`config.mk`:
```
export PLATFORM = sky130hd
export DESIGN_NAME = program_loader
export DESIGN_NICKNAME = d
export VERILOG_FILES = /design/src/rtl/loader_pkg.sv /design/src/rtl/loader_word_assembler.sv /design/src/rtl/program_loader.sv
export SDC_FILE = /design/constraint.sdc
export NUM_CORES = 1
export LEC_CHECK = 0
export BUFFER_PORTS_ARGS = -buffer_cell sky130_fd_sc_hd__buf_2
export CAP_MARGIN = 15
export CORE_MARGIN = 1.5
export CORE_UTILIZATION = 45
export CTS_BUF_LIST = sky130_fd_sc_hd__clkbuf_4 sky130_fd_sc_hd__clkbuf_8
export CTS_CLUSTER_SIZE = 30
export DETAILED_ROUTE_END_ITERATION = 7
export HOLD_SLACK_MARGIN = 0.12
export SLEW_MARGIN = 0
export SYNTH_ARGS = -nofsm -noshare
export SYNTH_HDL_FRONTEND = slang
export SYNTH_SLANG_ARGS = --single-unit
```
`constraint.sdc`:
```
create_clock -name clk -period 1.95 [get_ports clk]
set_input_delay 0.2925 -clock clk [delete_from_list [all_inputs] [get_ports clk]]
set_output_delay 0.2925 -clock clk [all_outputs]
set_load 0.02 [all_outputs]
```
`src/rtl/loader_pkg.sv`:
```
// loader_pkg
//   Shared definitions for the program loader: byte/word widths and the
//   loader FSM state encoding.
//   Used by: loader_word_assembler, program_loader.
package loader_pkg;

    localparam int BYTE_W = 8;
    localparam int WORD_W = 16;

    // The CSUM_* encodings are reserved in every build. They are only reachable
    // when LOADER_CHECKSUM_EN is defined.
    typedef enum logic [3:0] {
        LEN_HI  = 4'd0,
        LEN_LO  = 4'd1,
        DATA_HI = 4'd2,
        DATA_LO = 4'd3,
        CSUM_HI = 4'd4,
        CSUM_LO = 4'd5,
        COMMIT  = 4'd6,
        RUN     = 4'd7,
        ERROR   = 4'd8
    } loader_state_t;

endpackage

```
`src/rtl/loader_word_assembler.sv`:
```
// loader_word_assembler
//   Joins two big-endian bytes into one 16-bit word. The high byte is latched
//   when it is accepted. When the low byte is accepted, the word is presented
//   combinationally together with a one-cycle word_valid, so the caller can
//   act on it at the same clock edge.
// Ports
//   clk         in   1       system clock
//   accept_hi   in   1       high byte accepted this cycle
//   accept_lo   in   1       low byte accepted this cycle
//   byte_data   in   8       incoming byte
//   word        out  16      {latched high byte, byte_data}
//   word_valid  out  1       word is complete (low byte accepted this cycle)
module loader_word_assembler
    import loader_pkg::*;
(
    input  logic              clk,
    input  logic              accept_hi,
    input  logic              accept_lo,
    input  logic [BYTE_W-1:0] byte_data,
    output logic [WORD_W-1:0] word,
    output logic              word_valid
);

    logic [BYTE_W-1:0] hi_q;

    // hi_q is data only. It is always written before it is read, so it is not reset.
    always_ff @(posedge clk) begin
        if (accept_hi) begin
            hi_q <= byte_data;
        end
    end

    assign word       = {hi_q, byte_data};
    assign word_valid = accept_lo;

endmodule

```
`src/rtl/program_loader.sv`:
```
// program_loader
//   Boot-time loader. It receives a program image as a byte stream over
//   valid/ready and writes 16-bit words into program memory starting at
//   address 0. The CPU is held (cpu_run=0) until the whole image is committed.
//   Stream format (big-endian): length L, then L data words, then an optional
//   checksum word.
// Configuration
//   LOADER_CHECKSUM_EN  when defined, a trailing checksum word (sum of the data
//                       words mod 2^16) is expected. A mismatch rejects the
//                       image. When undefined, the loader commits directly
//                       after the last data word.
// Parameters
//   DEPTH    number of program-memory words; an L greater than DEPTH is rejected
//   ADDR_W   width of prog_addr and of the length field
// Ports
//   clk        in   1       system clock
//   rst        in   1       synchronous, active-high reset
//   in_valid   in   1       host byte valid
//   in_data    in   8       host byte
//   in_ready   out  1       loader can accept a byte (depends on state only)
//   prog_we    out  1       program-memory write strobe, one pulse per word
//   prog_addr  out  ADDR_W  word address for prog_we
//   prog_data  out  16      word data for prog_we
//   cpu_run    out  1       CPU may execute
//   done       out  1       image loaded and accepted (same as cpu_run)
//   err        out  1       image rejected; held until rst
module program_loader
    import loader_pkg::*;
#(
    parameter int DEPTH  = 65536,
    parameter int ADDR_W = 16
) (
    input  logic              clk,
    input  logic              rst,
    input  logic              in_valid,
    input  logic [7:0]        in_data,
    output logic              in_ready,
    output logic              prog_we,
    output logic [ADDR_W-1:0] prog_addr,
    output logic [15:0]       prog_data,
    output logic              cpu_run,
    output logic              done,
    output logic              err
);

    // One extra bit so that DEPTH == 2**ADDR_W is still representable.
    localparam logic [ADDR_W:0] DEPTH_X = (ADDR_W + 1)'(DEPTH);

`ifdef LOADER_CHECKSUM_EN
    localparam loader_state_t POST_DATA = CSUM_HI;
`else
    localparam loader_state_t POST_DATA = COMMIT;
`endif

    loader_state_t state_q, state_d;

    logic [ADDR_W-1:0] len_q;
    logic [ADDR_W-1:0] idx_q;
    logic [ADDR_W:0]   idx_inc;
    logic              idx_last;
    logic              len_too_big;

    logic              accept;
    logic              accept_hi;
    logic              accept_lo;
    logic [WORD_W-1:0] word;
    logic              word_valid;
    logic              data_wr;

    logic              prog_we_q;
    logic [ADDR_W-1:0] prog_addr_q;
    logic [15:0]       prog_data_q;

`ifdef LOADER_CHECKSUM_EN
    logic [WORD_W-1:0] sum_q;
`endif

    // in_ready is decoded from the state only, so it never loops back from in_valid.
    always_comb begin
        in_ready = 1'b0;
        case (state_q)
            LEN_HI, LEN_LO, DATA_HI, DATA_LO, CSUM_HI, CSUM_LO: in_ready = 1'b1;
            default:                                            in_ready = 1'b0;
        endcase
    end

    assign accept    = in_valid & in_ready;
    assign accept_hi = accept & ((state_q == LEN_HI) | (state_q == DATA_HI) |
                                 (state_q == CSUM_HI));
    assign accept_lo = accept & ((state_q == LEN_LO) | (state_q == DATA_LO) |
                                 (state_q == CSUM_LO));

    loader_word_assembler u_asm (
        .clk        (clk),
        .accept_hi  (accept_hi),
        .accept_lo  (accept_lo),
        .byte_data  (in_data),
        .word       (word),
        .word_valid (word_valid)
    );

    assign len_too_big = ({1'b0, word[ADDR_W-1:0]} > DEPTH_X);
    assign idx_inc     = {1'b0, idx_q} + {{ADDR_W{1'b0}}, 1'b1};
    // The index is compared after incrementing, so it stops at L and never wraps.
    assign idx_last    = (idx_inc == {1'b0, len_q});
    assign data_wr     = word_valid & (state_q == DATA_LO);

    always_comb begin
        state_d = state_q;
        case (state_q)
            LEN_HI:  if (accept) state_d = LEN_LO;
            LEN_LO: begin
                if (accept) begin
                    if (len_too_big)                       state_d = ERROR;
                    else if (word[ADDR_W-1:0] == '0)       state_d = POST_DATA;
                    else                                   state_d = DATA_HI;
                end
            end
            DATA_HI: if (accept) state_d = DATA_LO;
            DATA_LO: begin
                if (accept) begin
                    state_d = idx_last ? POST_DATA : DATA_HI;
                end
            end
`ifdef LOADER_CHECKSUM_EN
            CSUM_HI: if (accept) state_d = CSUM_LO;
            CSUM_LO: begin
                if (accept) begin
                    state_d = (word == sum_q) ? COMMIT : ERROR;
                end
            end
`endif
            // COMMIT lasts one cycle so that the final prog_we pulse lands
            // before the CPU is released.
            COMMIT:  state_d = RUN;
            RUN:     state_d = RUN;
            ERROR:   state_d = ERROR;
            default: state_d = LEN_HI;
        endcase
    end

    always_ff @(posedge clk) begin
        if (rst) begin
            state_q     <= LEN_HI;
            len_q       <= '0;
            idx_q       <= '0;
            prog_we_q   <= 1'b0;
            prog_addr_q <= '0;
            prog_data_q <= '0;
        end else begin
            state_q   <= state_d;
            prog_we_q <= data_wr;
            if (word_valid && (state_q == LEN_LO)) begin
                len_q <= word[ADDR_W-1:0];
                idx_q <= '0;
            end
            if (data_wr) begin
                prog_addr_q <= idx_q;
                prog_data_q <= word;
                idx_q       <= idx_inc[ADDR_W-1:0];
            end
        end
    end

`ifdef LOADER_CHECKSUM_EN
    always_ff @(posedge clk) begin
        if (rst) begin
            sum_q <= '0;
        end else if (word_valid && (state_q == LEN_LO)) begin
            sum_q <= '0;
        end else if (data_wr) begin
            sum_q <= sum_q + word;
        end
    end
`endif

    assign prog_we   = prog_we_q;
    assign prog_addr = prog_addr_q;
    assign prog_data = prog_data_q;
    assign cpu_run   = (state_q == RUN);
    assign done      = (state_q == RUN);
    assign err       = (state_q == ERROR);

endmodule

```
==> results.txt, run 1 <==
----------------------------------------------------
[Status]
  Outcome ... finished clean

[Power]
  Internal Pwr Total ... 2.230 mW
  Register share of total power ... between 50 and 60%
  Maximum vdd ir drop ... about 0.55 mV
  Power density normalized to cell area ... slightly above 700 nW/µm²
  Switching part of the total ... a little over a quarter
  P_leak ... between 1.5 and 2 nW
  Part of the power in combinational logic ... 7.0%
  Post-route total power ... 3.041 mW
  Clock group share of total power ... between 30% and 40%
  P_sw ... just over 0.8 mW

[Timing]
  Fin crit share ... between 90 and 100%
  Actual slew at the worst max-slew pin ... between 600 and 700 ps
  Post-Route Hold Slack ... 167.0 ps
  Total negative slack for setup checks ... 0 ps
  Post-layout min period ... roughly 1800 ps
  Max-slew violations ... 0
  Peak clock frequency supported by timing ... between 0.5 and 0.6 GHz
  Unrepaired setup endpoints after global routing ... false
  Final Hold Fails ... 0
  Clock skew after layout ... 9.263 ps
  Worst-case headroom to the max-slew limit ... 54.58%
  Count of endpoints failing setup in the final report ... 0
  Crit path setup slack, layout ... around 130 ps

[Yosys]
  Number of flops mapped to enable cells by yosys ... 8
  Count of yosys warnings during synthesis ... 0
  Async set or reset register ratio after synthesis ... 0%
  Syn nets ... roughly 450
  Dominant synthesized flop cell ... dfxtp_1
  Mean Syn Cell Area ... 8.267 µm²
  Post-synth cell types ... roughly 50
  Cell types occupying the most area after synthesis ... dfxtp_1 (39%), nand2_1 (10%), a21oi_1 (8.5%)
  Netlist area before placement ... between 3000 and 4000 µm²
  Sequential fraction of the synthesis area ... between 40% and 50%
  Number of flip-flops and latches in the synthesized netlist ... 77
  Cell taking the most area after synthesis ... dfxtp_1
  Cell count after synthesis ... between 400 and 500
  Fraction of post-synthesis cell area in the top cell type by area ... approximately two fifths

[Worst setup path]
  Element type at the critical path start ... flop
  Worst path arrival time ... 2030 ps
  Required time at the worst-slack endpoint ... approximately 2200 ps
  Largest fanout of any net on the critical path ... 4
  Endpoint class of the critical path ... flop
  Crit Path Category ... flop to flop

[Global route]
  Total overflow reported by the global router ... 0
  Vias in the first global route ... between 3k and 4k
  Initial antenna violation count ... 0
  First-pass GRT wire length ... 14750 µm
  Maximum number of pins on one net before global-route repair ... 69
  Tot GR Track Use ... 22.20%

[Floorplanning]
  Count of standard-cell rows ... 32
  Vertical die dimension ... a little over 90 µm
  Area enclosed by the die boundary ... 8499 µm²
  Core area ... between 7000 and 8000 µm²
  I/O pin count ... 48
  Horizontal die dimension ... 92.19 µm
  Starting density of the core ... between 40% and 50%

[Clock tree]
  Hold bufs inserted after CTS ... 0
  TritonCTS sink count ... 77
  Total setup buffers inserted after CTS ... 0
  H-Tree Depth ... 3
  Clock tree from TritonCTS ... built
  Clock latency on the worst-skew pair ... between 300 and 400 ps
  Cell chosen for the clock root ... clkbuf_8
  Number of buffers on the longest clock path ... 2
  Number of clock buffers inserted by TritonCTS ... 9
  Reg clk slew, reported paths ... approximately 90 ps

[Finish]
  Net count of the finished layout ... slightly below 500
  Syn-to-layout area delta ... 17.27%
  Share of post-route cells with drive strength above 1 ... 23.66%
  Count of inserted antenna diode cells ... 0
  Fillcell total ... 746
  Finished Cell Area ... around 4200 µm²

[Detailed routing]
  Initial drt markers ... 110
  Final WL ... 8802 µm
  Total vias in the final route ... 3133
  Antenna viol nets, final ... 0
  Wirelength per Cell ... between 10 and 15 µm
  DRC violations left ... 0
  Router iterations before antenna repair ... 4
  Via-per-instance ratio ... around 5.3

[Placement]
  Post-Place Setup Slack ... 24.23 ps
  Post-DP HPWL ... 6369 µm
  Number of port buffers ... 47
  DP Area ... 3981 µm²
  Placer's final routability congestion estimate ... approximately 0.85

[Flow run]
  Max capacitance violation total ... 0

[Hold path]
  Worst hold-check path type ... primary input to flop

----------------------------------------------------
==> cells in the mapped netlist (2+ instances only) <==
cell and count:
inv_1 5, nor3_1 12, a21oi_1 61, nor2b_1 3, clkbuf_1 16, o21ai_0 27
nand3_2 3, dfxtp_1 69, nor4_1 5, nand2_1 95, xnor2_1 11, edfxtp_1 8
nand4_1 4, nor4_4 2, and3b_1 2, a211oi_1 2, nand3_1 7, nor2_1 26
a2bb2oi_1 3, nand4_4 2, xor2_1 9, mux2_2 2, a22oi_1 8, buf_2 12
nor3b_1 4, mux2i_1 3, buf_4 8
==> repair_timing <==
| action | CTS | global route |
|---|---|---|
| setup endpoints to repair | 1 | 9 |
| pin swaps | 0 | 1 |
| resized for setup | 1 | 10 |
==> logic make-up after synthesis <==
group | count (synthesis) | synth area share, %
AND/OR/NAND/NOR | 177 | 24.61
buffers and inverters | 42 | 5.872
multiplexers | 5 | 1.468
adder cells (fa/ha/maj) | 1 | 0.3495
XOR/XNOR | 20 | 4.893
AO/OA/AOI/OAI | 111 | 17.51
flip-flops | 77 | 45.30
==> worst paths after layout <==
path	slack, ps	cells after the start	to	startpoint
setup / recovery	130	6	idx_q[11]$_SDFFE_PP0P_	idx_q[4]$_SDFFE_PP0P_
hold / removal	170	1	u_asm.hi_q[0]$_DFFE_PP_	in_data[0]
setup reg to reg	130	6	idx_q[11]$_SDFFE_PP0P_	idx_q[4]$_SDFFE_PP0P_
hold reg to reg	450	2	prog_data[11]$_SDFFE_PP0P_	prog_data[11]$_SDFFE_PP0P_
==> area by class of cell <==
class / instances / area, µm² / area share (%)
multi-input cells: 314 / 1769 / 42.15
flip-flops and latches: 77 / 1629 / 38.81
repair buffers: 74 / 462.9 / 11.03
clock buffers: 10 / 137.6 / 3.279
well taps: 102 / 127.6 / 3.040
clock inverters: 6 / 52.55 / 1.252
inverters: 5 / 18.77 / 0.4471
==> through the flow <==
stage | util, % | instances
final | 54.32 | 588
after global routing | 54.32 | 588
after CTS | 54.00 | 588
after detailed placement | 51.52 | 572
after global placement | 51.52 | 572
after floorplan | - | 433
==> sequential cells by signal (all words and copies together) (netlist names) <==
name        flops
idx_q          16
len_q          16
prog_addr      16
prog_data      16
prog_we         1
state_q         4
u_asm.hi_q      8
==> per-layer routing <==
metal | wire length (µm) | GRT usage, % | part of all wire (%) | vias up
met5 | 0 | 0 | 0 | -
met4 | 171 | 8.333 | 1.9 | 0
met3 | 256 | 4.726 | 2.9 | 12
met2 | 4338 | 37.78 | 49 | 63
met1 | 4035 | 27.42 | 46 | 1476
li1 | - | - | - | 1582
==> power by group through the flow <==
| stage | combinational (mW) | sequential (mW) | clock, mW |
|---|---|---|---|
| after detailed placement | 0.212 | 1.70 | 0 |
| after CTS | 0.213 | 1.67 | 1.20 |
| after global routing | 0.237 | 1.67 | 1.26 |
| final | 0.213 | 1.67 | 1.16 |
| after global placement | 0.211 | 1.70 | 0 |
| after floorplan | 0.136 | 1.69 | 0 |
==> cell usage in the layout, fill, tap and decap left out, types with 4 or more instances in the layout <==
cell      count
a21oi_1      61
edfxtp_1      8
nand4_1       4
nor4_1        5
dfxtp_1      63
dfxtp_2       6
buf_2        47
nand3_1       7
a22oi_1       8
xor2_1        9
buf_4        25
clkbuf_8     10
o21ai_0      27
inv_1         5
nor2_1       23
nor3b_1       4
nand2_1      95
xnor2_1      11
nor3_1       11
==> worst max-delay path, stage by stage, from the launching register on <==
cell and delay, ps:
dfxtp_2 390, nand3_2 120, or3_4 420, nor3_2 210
mux2_2 350, a22oi_1 140, nor2_1 50
(Power assumes the default switching activity.)
==> run 2: changes to the inputs <==
- MAX_ROUTING_LAYER: not set -> met4
==> run 2 against run 1 <==
Against the previous run:
- count of clock-buffer cells in the layout did not move
- worst setup slack gained 9.4 ps
- largest cell class unchanged
- cell count is the same
==> results.txt, run 2 (synthesis gave the netlist of run 1 again) <==
----------------------------------------------------
[Global route]
  Met2 Usage GRT ... 37.59% (-0.19 points)
  Met1 layer usage reported by global route ... 27.68% (+0.26 points)
  Initial antenna violation count ... 0 (unchanged)
  First-pass GRT wire length ... 14760 µm (about the same)
  Vias in the first global route ... 3022 (+0.13%)
  GRT met3 Usage ... 4.726% (unchanged)
  Maximum number of pins on one net before global-route repair ... 69 (unchanged)
  Most used routing layer in global routing ... met2
  Total overflow reported by the global router ... 0 (unchanged)
  Tot GR Track Use ... 22.86% (+0.66 points)

[Power]
  Maximum vdd ir drop ... 0.5475 mV (+0.39%)
  P_leak ... 1.624 nW (unchanged)
  Part of the power in combinational logic ... 7.0% (about the same)
  Power density normalized to cell area ... 724.6 nW/µm² (about the same)
  Post-route total power ... 3.042 mW (about the same)
  Switching part of the total ... 26.68% (about the same)
  Internal Pwr Total ... 2.230 mW (about the same)
  Register share of total power ... 54.8% (about the same)
  P_sw ... 0.8115 mW (about the same)
  Clock group share of total power ... 38.2% (about the same)

[Flow run]
  Max capacitance violation total ... 0 (unchanged)

[Timing]
  Clock skew after layout ... 7.330 ps (-1.933 ps)
  Unrepaired setup endpoints after global routing ... false
  Worst-case headroom to the max-slew limit ... 53.94% (-0.64 points)
  Fin crit share ... 92.79% (-0.48 points)
  Post-layout min period ... 1809 ps (-9.380 ps)
  Actual slew at the worst max-slew pin ... 690.9 ps (+9.595 ps)
  Final Hold Fails ... 0 (unchanged)
  Total negative slack for setup checks ... 0 ps (unchanged)
  Peak clock frequency supported by timing ... 0.5527 GHz (+0.52%)
  Max-slew violations ... 0 (unchanged)
  Count of endpoints failing setup in the final report ... 0 (unchanged)
  Post-Route Hold Slack ... 165.0 ps (-1.978 ps)

[Detailed routing]
  DRC violations left ... 0 (unchanged)
  Antenna viol nets, final ... 0 (unchanged)
  Initial drt markers ... 112 (+1.8%)
  Wirelength per Cell ... 15.04 µm (+0.47%)
  Total vias in the final route ... 3144 (+0.35%)
  Final WL ... 8843 µm (+0.47%)
  Router iterations before antenna repair ... 4 (unchanged)
  Via-per-instance ratio ... 5.347 (+0.35%)

[Placement]
  DP Area ... 3981 µm² (unchanged)
  Post-DP HPWL ... 6369 µm (unchanged)
  Placer's final routability congestion estimate ... 0.8639 (+1.6%)
  Number of port buffers ... 47 (unchanged)

[Finish]
  Syn-to-layout area delta ... 17.27% (unchanged)
  Most used cells in the layout excluding fill and tap cells ... nand2_1 (95), dfxtp_1 (63), a21oi_1 (61)
  Leading cell type in the layout, fill and taps excluded ... nand2_1
  Share of post-route cells with drive strength above 1 ... 23.66% (unchanged)
  Net count of the finished layout ... 493 (unchanged)
  Count of inserted antenna diode cells ... 0 (unchanged)
  Fillcell total ... 746 (unchanged)
  Finished Cell Area ... 4198 µm² (unchanged)

[Hold path]
  Worst min-delay path endpoint ... u_asm.hi_q[0]$_DFFE_PP_
  Hold Crit Start ... in_data[0]
  WHS Path Cells ... 1 (unchanged)
  Worst hold-check path type ... primary input to flop

[Worst setup path]
  Launch point of the critical path ... idx_q[4]$_SDFFE_PP0P_
  Element type at the critical path start ... flop
  Cell family with the largest share of critical-path delay ... simple AND/OR/NAND/NOR gates
  Beginning of the worst register-to-register path ... idx_q[4]$_SDFFE_PP0P_
  Worst path arrival time ... 2030 ps (about the same)
  Endpoint class of the critical path ... flop
  Worst reg2reg path depth ... 6 (unchanged)
  Slowest CP cell ... or3_4
  Required time at the worst-slack endpoint ... 2170 ps (about the same)
  Reg-to-Reg End ... idx_q[11]$_SDFFE_PP0P_
  Minimum setup slack among reg-to-reg paths ... 140 ps (about the same)
  Buf+Inv Stages, Crit Path ... 0 (unchanged)
  Largest fanout of any net on the critical path ... 4 (unchanged)
  Crit Path Category ... flop to flop
  Stage delay of the slowest cell on the critical path ... 420 ps (about the same)
  CP Cell Sequence ... nand3_2 > or3_4 > nor3_2 > mux2_2 > a22oi_1 > nor2_1

[Clock tree]
  TritonCTS sink count ... 77 (unchanged)
  Cell chosen for the clock root ... clkbuf_8
  Clock latency on the worst-skew pair ... 350 ps (about the same)
  H-Tree Depth ... 3 (unchanged)
  Number of buffers on the longest clock path ... 2 (unchanged)
  Number of clock buffers inserted by TritonCTS ... 9 (unchanged)
  Hold bufs inserted after CTS ... 0 (unchanged)
  Total setup buffers inserted after CTS ... 0 (unchanged)
  Clock tree from TritonCTS ... built
  Reg clk slew, reported paths ... 90 ps (about the same)

[Floorplanning]
  Count of standard-cell rows ... 32 (unchanged)
  Starting density of the core ... 46.32% (unchanged)
  Core area ... 7727 µm² (unchanged)
  Area enclosed by the die boundary ... 8499 µm² (unchanged)
  I/O pin count ... 48 (unchanged)
  Vertical die dimension ... 92.19 µm (unchanged)
  Horizontal die dimension ... 92.19 µm (unchanged)

[Status]
  Outcome ... finished clean

----------------------------------------------------
==> run 2: cell counts in the layout (fill, tap and decap cells not counted) <==
Identical to the previous run, type by type.
==> run 2: metal layers <==
| layer | part of all wire (%) | vias up |
|---|---|---|
| met5 | 0 | - |
| met4 | 1.9 | 0 |
| met3 | 2.8 | 12 |
| met2 | 49 | 58 |
| met1 | 46 | 1489 |
| li1 | - | 1585 |
==> run 2: power groups by stage <==
stage	clock network, mW	registers (mW)	logic [mW]
2_1_floorplan	0	1.69	0.136
3_3_place_gp	0	1.70	0.211
3_5_place_dp	0	1.70	0.212
4_1_cts	1.20	1.67	0.213
5_1_grt	1.26	1.67	0.237
6_report	1.16	1.67	0.214
==> run 2: through the flow <==
step	utilization [%]	setup WS [ps]	instances
4_1_cts	54.00	4.297	588
2_1_floorplan	-	144.5	433
5_1_grt	54.32	10.64	588
3_5_place_dp	51.52	24.23	572
6_report	54.32	140.6	588
3_3_place_gp	51.52	28.02	572
==> run 2: final cells by class <==
cell class | count | area [µm²] | share of cell area, %
clock inverter | 6 | 52.55 | 1.252
sequential | 77 | 1629 | 38.81
tap | 102 | 127.6 | 3.040
timing repair buffer | 74 | 462.9 | 11.03
multi-input combinational | 314 | 1769 | 42.15
inverter | 5 | 18.77 | 0.4471
clock buffer | 10 | 137.6 | 3.279
==> run 2: worst max path at each step <==
| stage | to | slack [ps] | cells after the start |
|---|---|---|---|
| after CTS | state_q[2]$_SDFFE_PP0P_ | 4 | 7 |
| final | idx_q[11]$_SDFFE_PP0P_ | 140 | 6 |
| after global placement | state_q[2]$_SDFFE_PP0P_ | 30 | 6 |
| after global routing | cpu_run | 10 | 3 |
| after floorplan | state_q[2]$_SDFFE_PP0P_ | 140 | 7 |
| after detailed placement | state_q[2]$_SDFFE_PP0P_ | 20 | 6 |
==> run 2: repair_timing <==
action / in CTS / in global routing
pin swaps: 0 / 1
setup endpoints to repair: 1 / 9
cloned: 0 / 0
resized for setup: 1 / 10
==> run 3: changes to the inputs <==
- clock period: 1.95 -> 2.3 ns (I/O delays scaled with it)
==> run 3 against run 2 <==
Against the previous run:
- utilization shrank 1.4 points
- sequential power fell by 16%
- cell count fell by 2.2%
- combinational power fell by 17%
- total power shrank 13%
- sequential share of layout area is 0.81 points higher
- clock power is 10% lower
- global-route usage is 0.26 points lower
- first-iteration DRC count grew 21%
- worst setup slack improved by 120 ps
- highest routed layer unchanged
==> results.txt, run 3 (synthesis gave the netlist of run 1 again) <==
----------------------------------------------------
[Worst setup path]
  Worst path arrival time ... 2260 ps (+230 ps)
  Stage delay of the slowest cell on the critical path ... 540 ps (+120 ps)
  Minimum setup slack among reg-to-reg paths ... 260 ps (+120 ps)
  CP Cell Sequence ... nand3_2 > or3_4 > nor3_1 > mux2_2 > a22oi_1 > nor2_1
  Slowest CP cell ... dfxtp_1
  Launch point of the critical path ... idx_q[5]$_SDFFE_PP0P_
  Buf+Inv Stages, Crit Path ... 0 (unchanged)
  Largest fanout of any net on the critical path ... 10 (+6)
  Element type at the critical path start ... flop
  Endpoint class of the critical path ... flop
  Cell family with the largest share of critical-path delay ... simple AND/OR/NAND/NOR gates
  Required time at the worst-slack endpoint ... 2520 ps (+350 ps)
  Beginning of the worst register-to-register path ... idx_q[5]$_SDFFE_PP0P_
  Crit Path Category ... flop to flop

[Clock tree]
  Total setup buffers inserted after CTS ... 0 (unchanged)
  TritonCTS sink count ... 77 (unchanged)
  H-Tree Depth ... 3 (unchanged)
  Number of clock buffers inserted by TritonCTS ... 9 (unchanged)
  Hold bufs inserted after CTS ... 0 (unchanged)
  Number of buffers on the longest clock path ... 2 (unchanged)
  Reg clk slew, reported paths ... 80 ps (about the same)
  CTS-repair resized insts ... 0 (-1)
  Clock latency on the worst-skew pair ... 360 ps (about the same)
  Clock tree from TritonCTS ... built
  Cell chosen for the clock root ... clkbuf_8

[Timing]
  Total negative slack for setup checks ... 0 ps (unchanged)
  Max-slew violations ... 0 (unchanged)
  Post-layout min period ... 2040 ps (+230.5 ps)
  Fin crit share ... 88.69% (-4.1 points)
  Actual slew at the worst max-slew pin ... 716.8 ps (+25.92 ps)
  Worst-case headroom to the max-slew limit ... 52.21% (-1.7 points)
  Clock skew after layout ... 6.209 ps (-1.121 ps)
  Count of endpoints failing setup in the final report ... 0 (unchanged)
  Final Hold Fails ... 0 (unchanged)
  Peak clock frequency supported by timing ... 0.4902 GHz (-11%)
  Unrepaired setup endpoints after global routing ... false

[Flow run]
  Max capacitance violation total ... 0 (unchanged)

[Detailed routing]
  Via-per-instance ratio ... 5.369 (+0.41%)
  Router iterations before antenna repair ... 5 (+1)
  Antenna viol nets, final ... 0 (unchanged)
  Wirelength per Cell ... 15.00 µm (-0.25%)
  Final WL ... 8626 µm (-2.5%)
  Initial drt markers ... 135 (+21%)
  DRC violations left ... 0 (unchanged)
  Total vias in the final route ... 3087 (-1.8%)

[Finish]
  Combined flip-flop and latch cell area ... 1622 µm² (-0.46%)
  Most used cells in the layout excluding fill and tap cells ... nand2_1 (95), dfxtp_1 (69), a21oi_1 (61)
  Net count of the finished layout ... 480 (-2.6%)
  Share of post-route cells with drive strength above 1 ... 19.03% (-4.6 points)
  Syn-to-layout area delta ... 14.33%
  Leading cell type in the layout, fill and taps excluded ... nand2_1
  Fillcell total ... 747 (+0.13%)
  Total area of multi-input combinational cells ... 1750 µm² (-1.1%)
  Count of inserted antenna diode cells ... 0 (unchanged)

[Floorplanning]
  Horizontal die dimension ... 92.19 µm (unchanged)
  I/O pin count ... 48 (unchanged)
  Core area ... 7727 µm² (unchanged)
  Area enclosed by the die boundary ... 8499 µm² (unchanged)
  Vertical die dimension ... 92.19 µm (unchanged)
  Count of standard-cell rows ... 32 (unchanged)
  Starting density of the core ... 46.32% (unchanged)

[Hold path]
  Worst hold-check path type ... primary input to flop
  Hold Crit Start ... in_data[1]

[Power]
  P_leak ... 1.568 nW (-3.4%)
  Post-route total power ... 2.633 mW (-13%)
  Maximum vdd ir drop ... 0.3166 mV (-42%)
  Power density normalized to cell area ... 643.4 nW/µm² (-11%)

[Placement]
  Post-DP HPWL ... 6037 µm (-5.2%)
  Number of port buffers ... 47 (unchanged)
  Placer's final routability congestion estimate ... 0.9126 (+5.6%)

[Global route]
  Maximum number of pins on one net before global-route repair ... 69 (unchanged)
  Initial antenna violation count ... 0 (unchanged)
  Total overflow reported by the global router ... 0 (unchanged)
  Tot GR Track Use ... 22.61% (-0.26 points)
  Vias in the first global route ... 2993 (-0.96%)
  First-pass GRT wire length ... 14610 µm (-0.98%)

[Status]
  Outcome ... finished clean

----------------------------------------------------
-- run 3: cell types whose count changed in the layout (fill, tap and decap cells not counted), moves of 2 or more --
cell	delta
nor2_1	+2
dfxtp_1	+6
dfxtp_2	-6
nor2_2	-2
buf_4	-14
-- run 3: cell type report --
type / count / share of cell area, %
inverter: 5 / 0.4586
sequential: 77 / 39.62
timing repair buffer: 61 / 9.233
multi-input combinational: 314 / 42.77
clock inverter: 7 / 1.773
clock buffer: 9 / 3.027
tap: 102 / 3.118
-- run 3: routing by layer --
layer  vias up  GRT usage [%]  part of all wire (%)
li1       1553              -                     -
met1      1461          27.39                    46
met2        60          37.47                    49
met3        13          6.302                   3.7
met4         0          5.128                   1.4
met5         -              -                     0
-- run 3: stage by stage --
step           hold slack (ps)  setup slack (ps)  util [%]  cell area (µm²)  std cells
2_1_floorplan            443.9             494.5         -             3580        433
3_3_place_gp             441.0             323.7     50.42             3896        559
3_5_place_dp             443.5             280.8     50.42             3896        559
4_1_cts                  198.3             268.4     52.96             4093        575
5_1_grt                  192.7             83.26     52.96             4093        575
6_report                 214.0             260.1     52.96             4093        575
-- run 3: path summary, 6_finish.rpt --
check	to	depth (start not counted)
setup / recovery	idx_q[13]$_SDFFE_PP0P_	6
hold / removal	u_asm.hi_q[1]$_DFFE_PP_	1
hold reg to reg	prog_addr[13]$_SDFFE_PP0P_	2
setup reg to reg	idx_q[13]$_SDFFE_PP0P_	6
-- run 3: report_power, final --
part | switching, mW | leakage (nW) | internal [mW]
Sequential | 0.0283 | 0.634 | 1.39
Combinational | 0.113 | 0.837 | 0.0643
Clock | 0.537 | 0.0976 | 0.505
-- run 3: worst reg2reg max path, delay by kind of cell, from the launching register on --
kind,cells,cell delay (ps)
AOI/OAI and AO/OA,1,140
muxes,1,370
and+or+nand+nor,4,850
DFF,1,540
